--- config.mk ---
export PLATFORM = sky130hd
export DESIGN_NAME = led_adc_sequencer
export DESIGN_NICKNAME = d
export VERILOG_FILES = /design/src/rtl/led_adc_sequencer.sv
export SDC_FILE = /design/constraint.sdc
export NUM_CORES = 1
export LEC_CHECK = 0
export BUFFER_PORTS_ARGS = -buffer_cell sky130_fd_sc_hd__buf_2
export CAP_MARGIN = 40
export CORE_MARGIN = 2
export CORE_UTILIZATION = 25
export DETAILED_ROUTE_END_ITERATION = 12
export PLACE_DENSITY = 0.48
export SYNTH_ARGS = -nofsm -noshare
export SYNTH_HDL_FRONTEND = slang
export SYNTH_SLANG_ARGS = --single-unit
--- constraint.sdc ---
create_clock -name CLK_Filter -period 3.3 [get_ports CLK_Filter]
set_input_delay 0.66 -clock CLK_Filter [delete_from_list [all_inputs] [get_ports CLK_Filter]]
set_output_delay 0.66 -clock CLK_Filter [all_outputs]
set_load 0.02 [all_outputs]
--- src/rtl/led_adc_sequencer.sv ---
// led_adc_sequencer: alternates IR/red LED phases and requests one ADC conversion per phase, latching each result per channel.
// Latency: adc_start at phase_cnt == SETTLE_CYCLES; channel value and its strobe appear 1 cycle after adc_valid.
// Backpressure: none; a phase ending without an ADC answer sets sticky adc_timeout_err. Optional macro LED_BLANK_EN: 1-cycle LED dead time at phase_cnt 0.
module led_adc_sequencer #(
   parameter int PHASE_CYCLES  = 50,
   parameter int SETTLE_CYCLES = 20
) (
   input  logic       CLK_Filter,
   input  logic       rst_n,
   input  logic       enable,
   input  logic [7:0] adc_data,
   input  logic       adc_valid,
   output logic       adc_start,
   output logic       LED_IR,
   output logic       LED_RED,
   output logic [7:0] IR_ADC_Value,
   output logic [7:0] RED_ADC_Value,
   output logic       ir_sample_stb,
   output logic       red_sample_stb,
   output logic       adc_timeout_err
);

   typedef enum logic [2:0] {IDLE, SETTLE, CONVERT, WAIT, HOLD} state_t;

   localparam logic [7:0] LP_PHASE_LAST  = 8'(PHASE_CYCLES - 1);
   localparam logic [7:0] LP_SETTLE_LAST = 8'(SETTLE_CYCLES - 1);

`ifdef LED_BLANK_EN
   localparam logic LP_BLANK = 1'b1;
`else
   localparam logic LP_BLANK = 1'b0;
`endif

   state_t     r_state;
   logic [7:0] r_phase_cnt;
   logic       r_ch;
   logic       r_adc_start;
   logic       r_led_ir;
   logic       r_led_red;
   logic [7:0] r_ir_val;
   logic [7:0] r_red_val;
   logic       r_ir_stb;
   logic       r_red_stb;
   logic       r_err;

   // LED drive for the coming cycle: on when its channel is active, blanked at phase_cnt 0 if dead time is built in
   function automatic logic led_on(input logic ch_match, input logic cnt_zero);
      led_on = ch_match && !(LP_BLANK && cnt_zero);
   endfunction

   // Sequencer FSM: phase timing, conversion request, sample capture and all registered outputs
   always_ff @(posedge CLK_Filter or negedge rst_n) begin
      if (!rst_n) begin
         r_state     <= IDLE;
         r_phase_cnt <= 8'd0;
         r_ch        <= 1'b0;
         r_adc_start <= 1'b0;
         r_led_ir    <= 1'b0;
         r_led_red   <= 1'b0;
         r_ir_val    <= 8'd0;
         r_red_val   <= 8'd0;
         r_ir_stb    <= 1'b0;
         r_red_stb   <= 1'b0;
         r_err       <= 1'b0;
      end else begin
         r_adc_start <= 1'b0;
         r_ir_stb    <= 1'b0;
         r_red_stb   <= 1'b0;
         if (!enable) begin
            // stopping always parks on IR so a restart begins with the IR phase
            r_state     <= IDLE;
            r_phase_cnt <= 8'd0;
            r_ch        <= 1'b0;
            r_led_ir    <= 1'b0;
            r_led_red   <= 1'b0;
         end else if (r_state == IDLE) begin
            r_state     <= SETTLE;
            r_phase_cnt <= 8'd0;
            r_ch        <= 1'b0;
            r_led_ir    <= led_on(1'b1, 1'b1);
            r_led_red   <= 1'b0;
         end else if (r_phase_cnt == LP_PHASE_LAST) begin
            // phase end wins over every state; a late-but-in-time sample is still taken
            if (r_state == WAIT) begin
               if (adc_valid) begin
                  if (r_ch) begin
                     r_red_val <= adc_data;
                     r_red_stb <= 1'b1;
                  end else begin
                     r_ir_val <= adc_data;
                     r_ir_stb <= 1'b1;
                  end
               end else begin
                  r_err <= 1'b1;
               end
            end
            r_state     <= SETTLE;
            r_phase_cnt <= 8'd0;
            r_ch        <= ~r_ch;
            r_led_ir    <= led_on(r_ch, 1'b1);
            r_led_red   <= led_on(~r_ch, 1'b1);
         end else begin
            r_phase_cnt <= r_phase_cnt + 8'd1;
            r_led_ir    <= led_on(~r_ch, 1'b0);
            r_led_red   <= led_on(r_ch, 1'b0);
            case (r_state)
               SETTLE: begin
                  if (r_phase_cnt == LP_SETTLE_LAST) begin
                     r_state     <= CONVERT;
                     r_adc_start <= 1'b1;
                  end
               end
               CONVERT: r_state <= WAIT;
               WAIT: begin
                  if (adc_valid) begin
                     if (r_ch) begin
                        r_red_val <= adc_data;
                        r_red_stb <= 1'b1;
                     end else begin
                        r_ir_val <= adc_data;
                        r_ir_stb <= 1'b1;
                     end
                     r_state <= HOLD;
                  end
               end
               default: r_state <= r_state;
            endcase
         end
      end
   end

   assign adc_start       = r_adc_start;
   assign LED_IR          = r_led_ir;
   assign LED_RED         = r_led_red;
   assign IR_ADC_Value    = r_ir_val;
   assign RED_ADC_Value   = r_red_val;
   assign ir_sample_stb   = r_ir_stb;
   assign red_sample_stb  = r_red_stb;
   assign adc_timeout_err = r_err;

endmodule
==> flow_metrics.tcl <==
set metrics [dict create \
    drtPass1Iterations 4 \
    critical_path_class "reg2reg" \
    worstSkewPairLatency_ns 0.28 \
    synth_top_area_share_pct 56.7 \
    grt_max_degree 34 \
    num_vias 1079 \
    finClkSkew_ns 0.00631 \
    fin_nets 170 \
    cpPeakStageDelay_ns 0.70 \
    hold_buffers 0 \
    powerDensity_mw_per_mm2 436 \
    wl_um 3130 \
    rsz0062_at_grt "no" \
    synth-seq-area-share_pct 56.7 \
    leakage_nw 0.892 \
    hold_class "in2async" \
    cts.sinks 33 \
    synth_nets 134 \
    power.internal_uw 581 \
    hold_violations 0 \
    num-fill-cells 592 \
    arrival_ns 2.11 \
    clkPwrFrac_pct 37.7 \
    layout-drive-gt1-share_pct 39.5 \
    cts_tree "yes" \
    cpLargestDelayFamily "simple AND/OR/NAND/NOR gates" \
    synth_area_mm2 0.00146 \
    globalplace.congestion 0.805 \
    drtIter0Drc 31 \
    pwr-share-comb_pct 7.8 \
    worstMarginPinSlew_ns 0.737 \
    synthDistinctLibCells 35 \
    critPathMaxFanout 8 \
    synth_flop_cell "dfrtp_1" \
    finalCritPeriodShare_pct 57.5 \
    finalCriticalPeriod_ns 1.90 \
    routed_via_density 4.71 \
    synth.avg_cell_area_um2 12.1 \
    sw_frac_of_total_pct 25.3 \
    num_rows 27 \
    grt_antenna_before_repair 0 \
    maxCapViolCount 0 \
    die_h_um 80.3 \
    ctsResizeCount 0 \
    grtUsageTotal_pct 11.1 \
    clock_path_buffers 2 \
    slew_headroom_pct 50.8 \
    cts_setup_buffers 0 \
    floorplan.initialDensity_pct 26.1 \
    grt_pass1_vias 1119 \
    async_flop_share_pct 100 \
    detail-route-antenna-nets 0 \
    n_antenna_cell 0 \
    cp_slowest_cell "or4b_1" \
    holdWs_ns 0.444 \
    start_kind "flip-flop" \
    grt_pass1_wl_um 5380 \
    ys_warn_count 0 \
    grt_overflow 0 \
    clk_pin_slew_ns 0.07 \
    timing.setup.tns_ns 0 \
    synthTopCellsByArea "dfrtp_1, mux2_2, or3_1" \
    ys_ff_latch 33 \
    netSwitchingPower_uw 196 \
    route.detailed.drc 0 \
    synth_edf_count 0 \
    path_buf_inv 0 \
    layout_common_cells "dfrtp_1, buf_2, mux2_2, nor2_1, nand2_1" \
    avgRoutedWirePerCell_um 13.7 \
    vdd_drop_max_uv 153 \
    syn_inst 120 \
    setup_violations 0 \
    p_seq_share_pct 54.5 \
    htreeDepth 2 \
    die_w_um 80.3 \
    numCtsBuffers 5 \
    fmax_mhz 527 \
    core_mm2 0.00557 \
    crit_required_ns 3.51 \
    slew_violations 0 \
    status "finished, final reports clean" \
    die_area_mm2 0.00645 \
    dp_hpwl_um 2250 \
    area_delta_synth_final_pct 22.5 \
    yosysTopAreaCell "dfrtp_1" \
    endpoint_kind "flip-flop" \
    crit_chain "or4b_1 -> or4_4 -> a21oi_2" \
    port-buffer-count 33 \
    pin_count 34 \
    root_buffer "clkbuf_8" \
]
cell families after synthesis:
kind of cell / synth area share, %
compound gates: 9.29
xor+xnor: 2.41
fa+ha+maj: 1.72
buf+inv: 2.24
flops: 56.7
mux: 12.4
simple gates: 15.2
through the flow:
step                area (um2)  total power, mW  setup WS (ns)  util [%]  std cells
floorplan                 1460            0.464           1.43         -        120
global placement          1700            0.491           1.38      30.4        221
detailed placement        1700            0.493           1.28      30.4        221
CTS                       1780            0.793           1.40      32.0        229
global route              1780            0.822           1.26      32.0        229
finish                    1780            0.777           1.40      32.0        229
flip-flops by register name (all words and copies together), names as in the netlist:
name / count
LED_RED: 1
LED_IR: 1
r_phase_cnt: 8
adc_timeout_err: 1
RED_ADC_Value: 8
adc_start: 1
red_sample_stb: 1
ir_sample_stb: 1
IR_ADC_Value: 8
r_state: 3
power by group through the flow:
stage | registers, mW | clock network, mW | logic, mW
floorplan | 0.429 | 0 | 0.0356
global placement | 0.431 | 0 | 0.0601
detailed placement | 0.431 | 0 | 0.0619
CTS | 0.423 | 0.307 | 0.0624
global route | 0.425 | 0.326 | 0.0711
finish | 0.424 | 0.293 | 0.0609
synth_stat cells (2+ instances only):
| cell | number |
|---|---|
| inv_1 | 3 |
| dfrtp_1 | 33 |
| o21ai_0 | 5 |
| xor2_1 | 2 |
| ha_1 | 2 |
| nand3_1 | 4 |
| nand2b_1 | 2 |
| a21oi_1 | 4 |
| or3_1 | 5 |
| buf_2 | 2 |
| o211ai_1 | 2 |
| nand4_1 | 2 |
| clkbuf_1 | 3 |
| xnor2_1 | 2 |
| mux2_2 | 16 |
| nor2_1 | 8 |
| o311a_1 | 2 |
| nand2_1 | 6 |
worst reg2reg max path, stage by stage (launching register included):
cell     delay, ns
dfrtp_1       0.45
or4b_1        0.70
or4_4         0.55
a21oi_2       0.13
layer usage:
layer  global-route usage (%)  vias up  part of all wire, %
met5                        0        -                    0
met4                     6.61        0                  1.7
met3                     2.36        4                  4.6
met2                     18.1       27                   51
met1                     13.3      543                   43
li1                         -      505                    -
final cells by class:
class                           instances  area [um2]  area share [%]
Clock inverter                          3        17.5           0.982
Inverter                                3        11.3           0.632
Clock buffer                            5        68.8            3.86
Timing Repair Buffer                   34         173            9.68
Sequential cell                        33         826            46.3
Tap cell                               72        90.1            5.05
Multi-Input combinational cell         79         597            33.5
final timing paths:
kind / start / endpoint / slack (ns) / depth (start not counted)
max: r_phase_cnt[2]$_DFF_PN0_ / r_state[1]$_DFFE_PN0P_ / 1.40 / 3
min: rst_n / r_phase_cnt[6]$_DFF_PN0_ / 0.44 / 1
max reg2reg: r_phase_cnt[2]$_DFF_PN0_ / r_state[1]$_DFFE_PN0P_ / 1.40 / 3
min reg2reg: adc_timeout_err$_DFFE_PN0P_ / adc_timeout_err$_DFFE_PN0P_ / 0.45 / 1
max in group asynchronous: rst_n / IR_ADC_Value[4]$_DFFE_PN0P_ / 2.38 / 1
min in group CLK_Filter: adc_timeout_err$_DFFE_PN0P_ / adc_timeout_err$_DFFE_PN0P_ / 0.45 / 1
No activity file was read; power rests on OpenSTA's default activity.
